$ cat src/rtl/muldiv_pkg.sv
// Shared definitions for the iterative M-extension multiply/divide unit.
// funct3 op encodings, op classification helpers and the FSM state type.
package muldiv_pkg;

  typedef enum logic [2:0] {
    OP_MUL    = 3'd0,
    OP_MULH   = 3'd1,
    OP_MULHSU = 3'd2,
    OP_MULHU  = 3'd3,
    OP_DIV    = 3'd4,
    OP_DIVU   = 3'd5,
    OP_REM    = 3'd6,
    OP_REMU   = 3'd7
  } op_e;

  typedef enum logic [1:0] {IDLE, CALC, FIX, DONE} state_e;

  function automatic logic is_div(input op_e op);
    return op inside {OP_DIV, OP_DIVU, OP_REM, OP_REMU};
  endfunction

  function automatic logic is_rem(input op_e op);
    return op inside {OP_REM, OP_REMU};
  endfunction

  function automatic logic a_signed(input op_e op);
    return op inside {OP_MUL, OP_MULH, OP_MULHSU, OP_DIV, OP_REM};
  endfunction

  function automatic logic b_signed(input op_e op);
    return op inside {OP_MUL, OP_MULH, OP_DIV, OP_REM};
  endfunction

  function automatic logic want_high(input op_e op);
    return op inside {OP_MULH, OP_MULHSU, OP_MULHU};
  endfunction

endpackage

$ cat src/rtl/muldiv_core.sv
// Unsigned radix-2 datapath: shift/add multiply (mode=0) or restoring divide (mode=1).
// One shared XLEN+1-bit adder/subtractor; operands are loaded as magnitudes.
module muldiv_core #(
  parameter int XLEN  = 32,
  parameter int CNT_W = $clog2(XLEN)
) (
  input  logic                clk,
  input  logic                rst,
  input  logic                load,
  input  logic                en,
  input  logic                mode,
  input  logic [XLEN-1:0]     load_lo,
  input  logic [XLEN-1:0]     load_m,
  output logic [2*XLEN-1:0]   acc,
  output logic                last
);

  logic [2*XLEN:0]  acc_q, acc_d;
  logic [XLEN-1:0]  m_q, m_d;
  logic [CNT_W-1:0] cnt_q, cnt_d;
  logic [XLEN:0]    op1, sum;
  logic [XLEN+1:0]  addsub;
  logic             take;

  assign last = (cnt_q == CNT_W'(XLEN - 1));
  assign acc  = acc_q[2*XLEN-1:0];

  always_comb begin
    // Divide looks at the upper bits as they will be after the left shift.
    op1    = mode ? acc_q[2*XLEN-1:XLEN-1] : acc_q[2*XLEN:XLEN];
    addsub = {1'b0, op1} + {1'b0, (mode ? ~{1'b0, m_q} : {1'b0, m_q})}
             + {{(XLEN+1){1'b0}}, mode};
    take   = mode ? addsub[XLEN+1] : acc_q[0];
    sum    = take ? addsub[XLEN:0] : op1;
    acc_d  = acc_q;
    m_d    = m_q;
    cnt_d  = cnt_q;
    if (load) begin
      acc_d = {{(XLEN+1){1'b0}}, load_lo};
      m_d   = load_m;
      cnt_d = '0;
    end else if (en) begin
      if (mode) acc_d = {sum, acc_q[XLEN-2:0], take};
      else      acc_d = {1'b0, sum, acc_q[XLEN-1:1]};
      if (!last) cnt_d = cnt_q + CNT_W'(1);
    end
  end

  always_ff @(posedge clk) begin
    if (rst) begin
      acc_q <= '0;
      m_q   <= '0;
      cnt_q <= '0;
    end else begin
      acc_q <= acc_d;
      m_q   <= m_d;
      cnt_q <= cnt_d;
    end
  end

endmodule

$ cat src/rtl/muldiv_unit.sv
// Iterative RV32M/RV64M multiply/divide unit: FSM, sign conditioning,
// divide special-case fast path and final sign fix / result select.
module muldiv_unit import muldiv_pkg::*; #(
  parameter int XLEN  = 32,
  parameter int CNT_W = $clog2(XLEN)
) (
  input  logic            clk,
  input  logic            rst,
  input  logic            valid,
  input  logic [2:0]      op,
  input  logic [XLEN-1:0] in_A,
  input  logic [XLEN-1:0] in_B,
  input  logic            flush,
  output logic            busy,
  output logic            ready,
  output logic [XLEN-1:0] out
);

  localparam logic [XLEN-1:0] MOST_NEG = {1'b1, {(XLEN-1){1'b0}}};

  state_e            state_q, state_d;
  op_e               op_q, op_d, op_in;
  logic              busy_q, busy_d, ready_q, ready_d;
  logic              sa_q, sa_d, sb_q, sb_d;
  logic [XLEN-1:0]   out_q, out_d;
  logic              a_neg, b_neg, special, accept, core_en, core_last;
  logic [XLEN-1:0]   a_mag, b_mag, spec_res, fix_res, quo_s, rem_s;
  logic [2*XLEN-1:0] acc, prod_s;

  always_comb begin
    op_in   = op_e'(op);
    a_neg   = a_signed(op_in) && in_A[XLEN-1];
    b_neg   = b_signed(op_in) && in_B[XLEN-1];
    a_mag   = a_neg ? -in_A : in_A;
    b_mag   = b_neg ? -in_B : in_B;
    special = is_div(op_in) && ((in_B == '0) ||
              (a_signed(op_in) && (in_A == MOST_NEG) && (in_B == '1)));
    if (in_B == '0) spec_res = is_rem(op_in) ? in_A : '1;
    else            spec_res = is_rem(op_in) ? '0 : in_A;
    accept  = (state_q == IDLE) && valid && !flush;
    core_en = (state_q == CALC) && !flush;
  end

  muldiv_core #(.XLEN(XLEN), .CNT_W(CNT_W)) u_core (
    .clk     (clk),
    .rst     (rst),
    .load    (accept && !special),
    .en      (core_en),
    .mode    (is_div(op_q)),
    .load_lo (is_div(op_in) ? a_mag : b_mag),
    .load_m  (is_div(op_in) ? b_mag : a_mag),
    .acc     (acc),
    .last    (core_last)
  );

  // Remainder takes the dividend's sign; quotient and product take sA^sB.
  always_comb begin
    prod_s = (sa_q ^ sb_q) ? -acc : acc;
    quo_s  = (sa_q ^ sb_q) ? -acc[XLEN-1:0] : acc[XLEN-1:0];
    rem_s  = sa_q ? -acc[2*XLEN-1:XLEN] : acc[2*XLEN-1:XLEN];
    if (is_div(op_q)) fix_res = is_rem(op_q) ? rem_s : quo_s;
    else              fix_res = want_high(op_q) ? prod_s[2*XLEN-1:XLEN] : prod_s[XLEN-1:0];
  end

  always_comb begin
    state_d = state_q;
    out_d   = out_q;
    op_d    = op_q;
    sa_d    = sa_q;
    sb_d    = sb_q;
    case (state_q)
      IDLE: if (accept) begin
        op_d = op_in;
        sa_d = a_neg;
        sb_d = b_neg;
        if (special) begin
          state_d = DONE;
          out_d   = spec_res;
        end else begin
          state_d = CALC;
        end
      end
      CALC: if (flush) state_d = IDLE;
            else if (core_last) state_d = FIX;
      FIX:  if (flush) state_d = IDLE;
            else begin
              state_d = DONE;
              out_d   = fix_res;
            end
      DONE:    state_d = IDLE;
      default: state_d = IDLE;
    endcase
    busy_d  = (state_d == CALC) || (state_d == FIX);
    ready_d = (state_d == DONE);
  end

  always_ff @(posedge clk) begin
    if (rst) begin
      state_q <= IDLE;
      busy_q  <= 1'b0;
      ready_q <= 1'b0;
      out_q   <= '0;
      op_q    <= OP_MUL;
      sa_q    <= 1'b0;
      sb_q    <= 1'b0;
    end else begin
      state_q <= state_d;
      busy_q  <= busy_d;
      ready_q <= ready_d;
      out_q   <= out_d;
      op_q    <= op_d;
      sa_q    <= sa_d;
      sb_q    <= sb_d;
    end
  end

  assign busy  = busy_q;
  assign ready = ready_q;
  assign out   = out_q;

endmodule
$ cat config.mk
export PLATFORM = sky130hd
export DESIGN_NAME = muldiv_unit
export DESIGN_NICKNAME = d
export VERILOG_FILES = /design/src/rtl/muldiv_pkg.sv /design/src/rtl/muldiv_core.sv /design/src/rtl/muldiv_unit.sv
export SDC_FILE = /design/constraint.sdc
export NUM_CORES = 1
export LEC_CHECK = 0
export CORE_AREA = 10 10 211 153
export DETAILED_ROUTE_END_ITERATION = 12
export DIE_AREA = 0 0 221 163
export GPL_ROUTABILITY_DRIVEN = 0
export PLACE_DENSITY = 0.71
export SLEW_MARGIN = 20
export SYNTH_ARGS = -nofsm -noshare
export SYNTH_HDL_FRONTEND = slang
export SYNTH_SLANG_ARGS = --single-unit
$ cat constraint.sdc
create_clock -name clk -period 10.1 [get_ports clk]
set_clock_uncertainty 0.2 [all_clocks]
set_input_delay 1.515 -clock clk [delete_from_list [all_inputs] [get_ports clk]]
set_output_delay 1.515 -clock clk [all_outputs]
set_load 0.02 [all_outputs]
# After elaboration in Yosys (flattened, before gate mapping)
# Index checks and enable logic that the tools add are counted.
# word_totals
output_inout_bits	34
register_bits	143
input_bits	71
wordCells	106
# op_classes
bitwise	3
reduce_logical	29
add_sub_neg	8
n_eq_ne	25
muxes	30
# op_table
operator	n
$mux 32	17
$neg 32->32	4
$mux 33	3
$mux 65	1
$eq 32x32->1 const B	2
$mux 64	1
$neg 64->64	1
$pmux 32 s2	1
$add 33x33->34	1
$add 34x1->34	1
$not 32->33	1
$logic_not 32->1	1
$eq 3x3->1 const B	8
$reduce_bool 4->1	3
$mux 2	5
$eq 3x2->1 const B	3
$logic_and 1x1->1	9
$eq 2x2->1 const B	4
$pmux 2 s4	1
$reduce_bool 2->1	4
$eq 3x1->1 const B	2
$ne 2x2->1 const B	3
$add 5x1->5 const B	1
$eq 5x5->1 const B	1
other kinds (13)	17

# Depth between registers and ports, before layout
# logic_depth
word_depth	11
depth_mapped	20

# By module
# From an unflattened synthesis, not the netlist that was laid out.
# hier_totals
cells_unflattened	2004
hier_area_um2	15324.7
# by_module_without_submodules
module	n_inst	cells_each	area_per_inst_um2
muldiv_core	1	989	8159.1
muldiv_unit	1	1015	7165.6

# Worst setup path before layout
# OpenSTA, ideal clock, no wires.
# synth_path
path_type	register to register
from	reg op_q[2]
to	reg u_core.acc_q[35]
path_buffers	7
t_arrival_ps	4822
path_slack_ps	5020
path_stages_with_launch	18
period_less_slack_ps	5080
path_cell_list	dfxtp_1 clkbuf_1 clkbuf_1 buf_1 clkbuf_1 clkbuf_1 xor2_1 ha_1 a21o_1 a2111oi_0 a21o_1 a41oi_1 a21oi_1 buf_2 buf_1 nand2_1 a221oi_1 a31o_2
# synth_via
elab_chain_len	8
word_cells_on_any_way	12
cone_classes	add/sub: 2; eq/ne: 4; mux: 5; reduce/logical: 1
# synth_rtl
element	line	text
start: declaration	muldiv_unit.sv:22	op_e op_q, op_d, op_in;
start signal: assignment	muldiv_unit.sv:111	op_q <= op_d;
$eq 3x3->1	muldiv_pkg.sv:19	return op inside {OP_DIV, OP_DIVU, OP_REM, OP_REMU};
$reduce_bool 4->1 (*)	muldiv_pkg.sv:19	
$mux 33 (on tied branches)	muldiv_core.sv:30, muldiv_core.sv:31	
$add 33x33->34	muldiv_core.sv:31	addsub = {1'b0, op1} + {1'b0, (mode ? ~{1'b0, m_q} : {1'b0, m_q})}
$add 34x1->34	muldiv_core.sv:32	+ {{(XLEN+1){1'b0}}, mode};
$mux 1	muldiv_core.sv:33	take = mode ? addsub[XLEN+1] : acc_q[0];
$mux 33	muldiv_core.sv:34	sum = take ? addsub[XLEN:0] : op1;
$mux 65 (*)	muldiv_core.sv:43	if (mode) acc_d = {sum, acc_q[XLEN-2:0], take};
end signal: assignment	muldiv_core.sv:51	acc_q <= '0;
end signal: assignment	muldiv_core.sv:55	acc_q <= acc_d;
end: declaration	muldiv_core.sv:18	logic [2*XLEN:0] acc_q, acc_d;
# Mark *: on every way between the ends. The rest lies on a longest branch, timed or not.
# A chain may end at the register's enable or synchronous reset.

# Worst setup path in the final report
# layout_path
from	in in_A[12]
to	reg out_q[27], in the netlist out[27]
# layout_via
elab_chain_len	7
# layout_rtl
element	line	text
start: declaration	muldiv_unit.sv:11	input logic [XLEN-1:0] in_A,
$eq 32x32->1	muldiv_unit.sv:37	(a_signed(op_in) && (in_A == MOST_NEG) && (in_B == '1)));
$logic_and 1x1->1 (2 in series)	muldiv_unit.sv:37	
$logic_or 1x1->1	muldiv_unit.sv:36	special = is_div(op_in) && ((in_B == '0) ||
$logic_and 1x1->1	muldiv_unit.sv:36	
$ne 2x2->1 (no source line)	-	
$reduce_and 4->1 (no source line)	-	
end signal: assignment	muldiv_unit.sv:110	out_q <= out_d;
end: declaration	muldiv_unit.sv:25	logic [XLEN-1:0] out_q, out_d;
# No other way between the ends.

==> impl_metrics.xml <==
<?xml version="1.0" encoding="UTF-8"?>
<metrics>
  <group name="floorplan">
    <metric name="initial_core_util" unit="%">50.1</metric>
    <metric name="floorplan.die.width" unit="µm">221</metric>
    <metric name="core_region_area" unit="mm²">0.0284</metric>
    <metric name="core.rowCount" unit="">52</metric>
    <metric name="floorplan.die.height" unit="µm">163</metric>
    <metric name="floorplan.die_area" unit="mm²">0.0360</metric>
    <metric name="top_level_ports" unit="">105</metric>
  </group>
  <group name="timing">
    <metric name="timing.slew.headroom" unit="%">31.7</metric>
    <metric name="setup_tns_after_final_layout" unit="ns">0</metric>
    <metric name="grt_setup_unrepaired" unit="">false</metric>
    <metric name="period_minus_slack" unit="ns">5.89</metric>
    <metric name="finalSetupViolCount" unit="">0</metric>
    <metric name="timing.final.hold_violations" unit="">0</metric>
    <metric name="maximum_clock_rate" unit="MHz">170</metric>
    <metric name="worst_pin_slew" unit="ns">1.01</metric>
    <metric name="final_worst_path_period_share" unit="%">58.4</metric>
    <metric name="final_max_slew_viol_count" unit="">0</metric>
  </group>
  <group name="hold_path">
    <metric name="worst_hold_path_type" unit="">register to register</metric>
  </group>
  <group name="route">
    <metric name="routedWlPerCell" unit="µm">23.7</metric>
    <metric name="vias" unit="">16088</metric>
    <metric name="drtIter0Drc" unit="">2607</metric>
    <metric name="post_drt_antenna_nets" unit="">0</metric>
    <metric name="first_pass_iters" unit="">7</metric>
    <metric name="drc_errors" unit="">0</metric>
    <metric name="drt-total-wl" unit="mm">56.5</metric>
    <metric name="vias_per_cell" unit="">6.76</metric>
  </group>
  <group name="worst_setup_path">
    <metric name="end_kind" unit="">register</metric>
    <metric name="critPathKind" unit="">input pin to register</metric>
    <metric name="critical_path.startpoint_type" unit="">input pin</metric>
    <metric name="critical_path_arrival" unit="ns">5.99</metric>
    <metric name="worst_ep_required_time" unit="ns">10.19</metric>
    <metric name="worstPathMaxFanout" unit="">35</metric>
  </group>
  <group name="yosys">
    <metric name="ys_ff_latch" unit="">143</metric>
    <metric name="yosys.area_share.simple" unit="%">23.1</metric>
    <metric name="synthesis.instances" unit="">2009</metric>
    <metric name="synth-compound-area-share" unit="%">30.0</metric>
    <metric name="ys_async_sr_fraction" unit="%">0</metric>
    <metric name="synth_top_cells_by_area" unit="">sky130_fd_sc_hd__dfxtp_1 (20%), sky130_fd_sc_hd__a21oi_1 (6.5%), sky130_fd_sc_hd__xor2_1 (6.3%), sky130_fd_sc_hd__nand2_1 (6.0%), sky130_fd_sc_hd__nor2_1 (5.1%)</metric>
    <metric name="synth_top_area_share" unit="%">20.2</metric>
    <metric name="syn_nets" unit="">2120</metric>
    <metric name="synth_xor_xnor_area_share" unit="%">11.2</metric>
    <metric name="synth.mux.area_fraction" unit="%">6.23</metric>
    <metric name="yosys.area.top_type" unit="">sky130_fd_sc_hd__dfxtp_1</metric>
    <metric name="seq_area_frac_synth" unit="%">20.2</metric>
    <metric name="largest_family_of_logic_cells_by_synthesized_area" unit="">compound AO/OA/AOI/OAI gates</metric>
    <metric name="edff_count_synth" unit="">0</metric>
    <metric name="ys_dominant_reg_cell" unit="">sky130_fd_sc_hd__dfxtp_1</metric>
    <metric name="yosys_warnings" unit="">0</metric>
    <metric name="synthAdderAreaFrac" unit="%">3.58</metric>
    <metric name="postSynthAreaPerCell" unit="µm²">7.07</metric>
    <metric name="synthesis.area" unit="mm²">0.0142</metric>
    <metric name="netlist-cell-type-count" unit="">82</metric>
  </group>
  <group name="power">
    <metric name="fin_total_pwr" unit="mW">1.80</metric>
    <metric name="p_leak" unit="nW">5.63</metric>
    <metric name="power.density" unit="mW/mm²">113</metric>
    <metric name="ir_drop" unit="µV">135</metric>
  </group>
  <group name="placement">
    <metric name="place_area" unit="mm²">0.0153</metric>
    <metric name="place.detailed.hpwl" unit="mm">43.0</metric>
    <metric name="numPortBuffers" unit="">104</metric>
    <metric name="placed_cells_incl_taps" unit="">2348</metric>
  </group>
  <group name="clocking">
    <metric name="clock_tree.buffer_depth" unit="">2</metric>
    <metric name="postCtsHoldBufs" unit="">0</metric>
    <metric name="clk-insertion-delay-late" unit="ns">0.45</metric>
    <metric name="cts_tree" unit="">built</metric>
    <metric name="tritoncts.num_buffers" unit="">17</metric>
    <metric name="post-cts-setup-buffer-count" unit="">0</metric>
    <metric name="cts_sink_cnt" unit="">143</metric>
    <metric name="cts_repair_resize_count" unit="">0</metric>
    <metric name="path_clk_slew" unit="ns">0.06</metric>
    <metric name="cts.htree.levels" unit="">4</metric>
    <metric name="cts_root_buffer" unit="">sky130_fd_sc_hd__clkbuf_16</metric>
  </group>
  <group name="global_route">
    <metric name="wire_length_of_the_first_global_routing_pass" unit="mm">84.6</metric>
    <metric name="grt_usage" unit="%">29.4</metric>
    <metric name="number_of_antenna_violations_at_the_first_check_in_global_routing" unit="">0</metric>
    <metric name="via_count_of_the_first_global_routing_pass" unit="">14063</metric>
    <metric name="sum_of_overflow_across_all_layers_after_global_routing" unit="">0</metric>
    <metric name="grt_max_degree" unit="">81</metric>
  </group>
  <group name="layout">
    <metric name="finish.utilization" unit="%">56.0</metric>
    <metric name="layout.cells.non_filler" unit="">2380</metric>
    <metric name="fillerInstances" unit="">2676</metric>
    <metric name="count_of_nets_after_finishing" unit="">2100</metric>
    <metric name="final_cell_area" unit="mm²">0.0159</metric>
    <metric name="insertedDiodeCount" unit="">0</metric>
    <metric name="area.growth.synth_to_final" unit="%">11.8</metric>
    <metric name="drive_gt1_share" unit="%">6.49</metric>
  </group>
  <group name="flow_run">
    <metric name="number_of_maximum_capacitance_constraint_violations" unit="">0</metric>
  </group>
  <group name="status">
    <metric name="run_status" unit="">complete, no violations</metric>
  </group>
</metrics>
kinds of logic after synthesis:
group / after synthesis
AOI/OAI and AO/OA: 655
xor gates and xnor gates: 182
adders and majority gates: 40
buffers and inverters: 206
DFF: 143
muxes: 85
and+or+nand+nor: 698
cell usage in the layout (no fill, tap or decap), types with 27 or more instances in the layout:
cell type / Yosys / final
sky130_fd_sc_hd__nand2_1: 226 / 225
sky130_fd_sc_hd__nor2_1: 193 / 192
sky130_fd_sc_hd__a21oi_1: 184 / 182
sky130_fd_sc_hd__dfxtp_1: 143 / 142
sky130_fd_sc_hd__o21ai_0: 139 / 139
sky130_fd_sc_hd__clkdlybuf4s50_1: 0 / 102
sky130_fd_sc_hd__xor2_1: 102 / 101
sky130_fd_sc_hd__xnor2_1: 80 / 79
sky130_fd_sc_hd__nor3_1: 60 / 60
sky130_fd_sc_hd__mux2i_1: 58 / 58
sky130_fd_sc_hd__nand3_1: 54 / 54
sky130_fd_sc_hd__o211ai_1: 49 / 49
sky130_fd_sc_hd__ha_1: 39 / 39
sky130_fd_sc_hd__inv_1: 36 / 36
sky130_fd_sc_hd__o31ai_1: 31 / 31
sky130_fd_sc_hd__a31oi_1: 31 / 30
sky130_fd_sc_hd__mux2_2: 27 / 27
sky130_fd_sc_hd__buf_4: 3 / 27
area by class of cell:
type	instances	area (µm²)	area share, %
multi-input combinational	1660	10600	66.6
sequential	143	2870	18.1
timing repair buffer	130	1230	7.74
tap	378	473	2.98
clock buffer	21	460	2.90
inverter	37	139	0.875
clock inverter	11	131	0.827
worst paths after layout:
path / startpoint / endpoint / slack [ns] / cells after the start
worst max-delay path: in_A[12] / out[27]$_SDFFE_PP0P_ / 4.21 / 11
worst min-delay path: out[24]$_SDFFE_PP0P_ / out[24]$_SDFFE_PP0P_ / 0.25 / 2
worst max register to register: op_q[2]$_SDFFE_PP0P_ / u_core.acc_q[47]$_SDFFE_PP0P_ / 4.51 / 13
worst min register to register: out[24]$_SDFFE_PP0P_ / out[24]$_SDFFE_PP0P_ / 0.25 / 2
state kept, by name, summed over array words and instances (netlist names):
name          cells
busy              1
op_q              3
out              32
ready             1
sa_q              1
sb_q              1
state_q           2
u_core.acc_q     65
u_core.cnt_q      5
u_core.m_q       32
synth_stat cells (8+ instances only):
| library cell | count |
|---|---|
| sky130_fd_sc_hd__nand2_1 | 226 |
| sky130_fd_sc_hd__nor2_1 | 193 |
| sky130_fd_sc_hd__a21oi_1 | 184 |
| sky130_fd_sc_hd__dfxtp_1 | 143 |
| sky130_fd_sc_hd__clkbuf_1 | 141 |
| sky130_fd_sc_hd__o21ai_0 | 139 |
| sky130_fd_sc_hd__xor2_1 | 102 |
| sky130_fd_sc_hd__xnor2_1 | 80 |
| sky130_fd_sc_hd__nor3_1 | 60 |
| sky130_fd_sc_hd__mux2i_1 | 58 |
| sky130_fd_sc_hd__nand3_1 | 54 |
| sky130_fd_sc_hd__o211ai_1 | 49 |
| sky130_fd_sc_hd__ha_1 | 39 |
| sky130_fd_sc_hd__inv_1 | 36 |
| sky130_fd_sc_hd__a31oi_1 | 31 |
| sky130_fd_sc_hd__o31ai_1 | 31 |
| sky130_fd_sc_hd__mux2_2 | 27 |
| sky130_fd_sc_hd__a211oi_1 | 26 |
| sky130_fd_sc_hd__nor4_1 | 24 |
| sky130_fd_sc_hd__nand4_1 | 23 |
| sky130_fd_sc_hd__o21a_1 | 19 |
| sky130_fd_sc_hd__and2_1 | 17 |
| sky130_fd_sc_hd__a311oi_1 | 16 |
| sky130_fd_sc_hd__o41ai_1 | 16 |
| sky130_fd_sc_hd__nor2b_1 | 15 |
| sky130_fd_sc_hd__o22ai_1 | 15 |
| sky130_fd_sc_hd__a21o_1 | 14 |
| sky130_fd_sc_hd__o221ai_1 | 14 |
| sky130_fd_sc_hd__buf_1 | 12 |
| sky130_fd_sc_hd__or4_1 | 11 |
| sky130_fd_sc_hd__a22oi_1 | 10 |
| sky130_fd_sc_hd__and3_1 | 10 |
| sky130_fd_sc_hd__or2_2 | 10 |
| sky130_fd_sc_hd__buf_2 | 9 |
| sky130_fd_sc_hd__nand2b_1 | 9 |
| sky130_fd_sc_hd__o21bai_1 | 9 |
| sky130_fd_sc_hd__or3_1 | 9 |
| sky130_fd_sc_hd__nand3b_1 | 8 |
where the power goes:
group	switching (mW)	total (mW)	internal (mW)
Sequential	0.0485	0.634	0.586
Clock	0.272	0.651	0.380
Combinational	0.332	0.512	0.180
per-stage QoR:
stage / hold WS, ns / setup slack, ns
after CTS: 0.253 / 4.37
after global routing: 0.288 / 4.11
after detailed placement: 0.245 / 3.93
final: 0.251 / 4.21
after global placement: 0.241 / 4.04
after floorplan: 0.243 / 5.02
critical path, cell delays in order:
cell	delay (ns)
sky130_fd_sc_hd__clkdlybuf4s50_1	0.53
sky130_fd_sc_hd__or4_1	0.62
sky130_fd_sc_hd__or3_4	0.39
sky130_fd_sc_hd__or4_4	0.60
sky130_fd_sc_hd__o41ai_4	0.49
sky130_fd_sc_hd__and3_1	0.37
sky130_fd_sc_hd__or2_1	0.46
sky130_fd_sc_hd__buf_4	0.43
sky130_fd_sc_hd__o211ai_1	0.16
sky130_fd_sc_hd__a211oi_1	0.37
sky130_fd_sc_hd__nor4_2	0.06
routing by layer:
layer  track usage [%]  share of wire (%)  vias to the layer above
li1                  -                  -                     7313
met1              42.0                 43                     7520
met2              40.9                 40                     1109
met3              9.07                 14                      146
met4              8.79                3.0                        0
met5                 0                  0                        -
(Power assumes the default switching activity.)
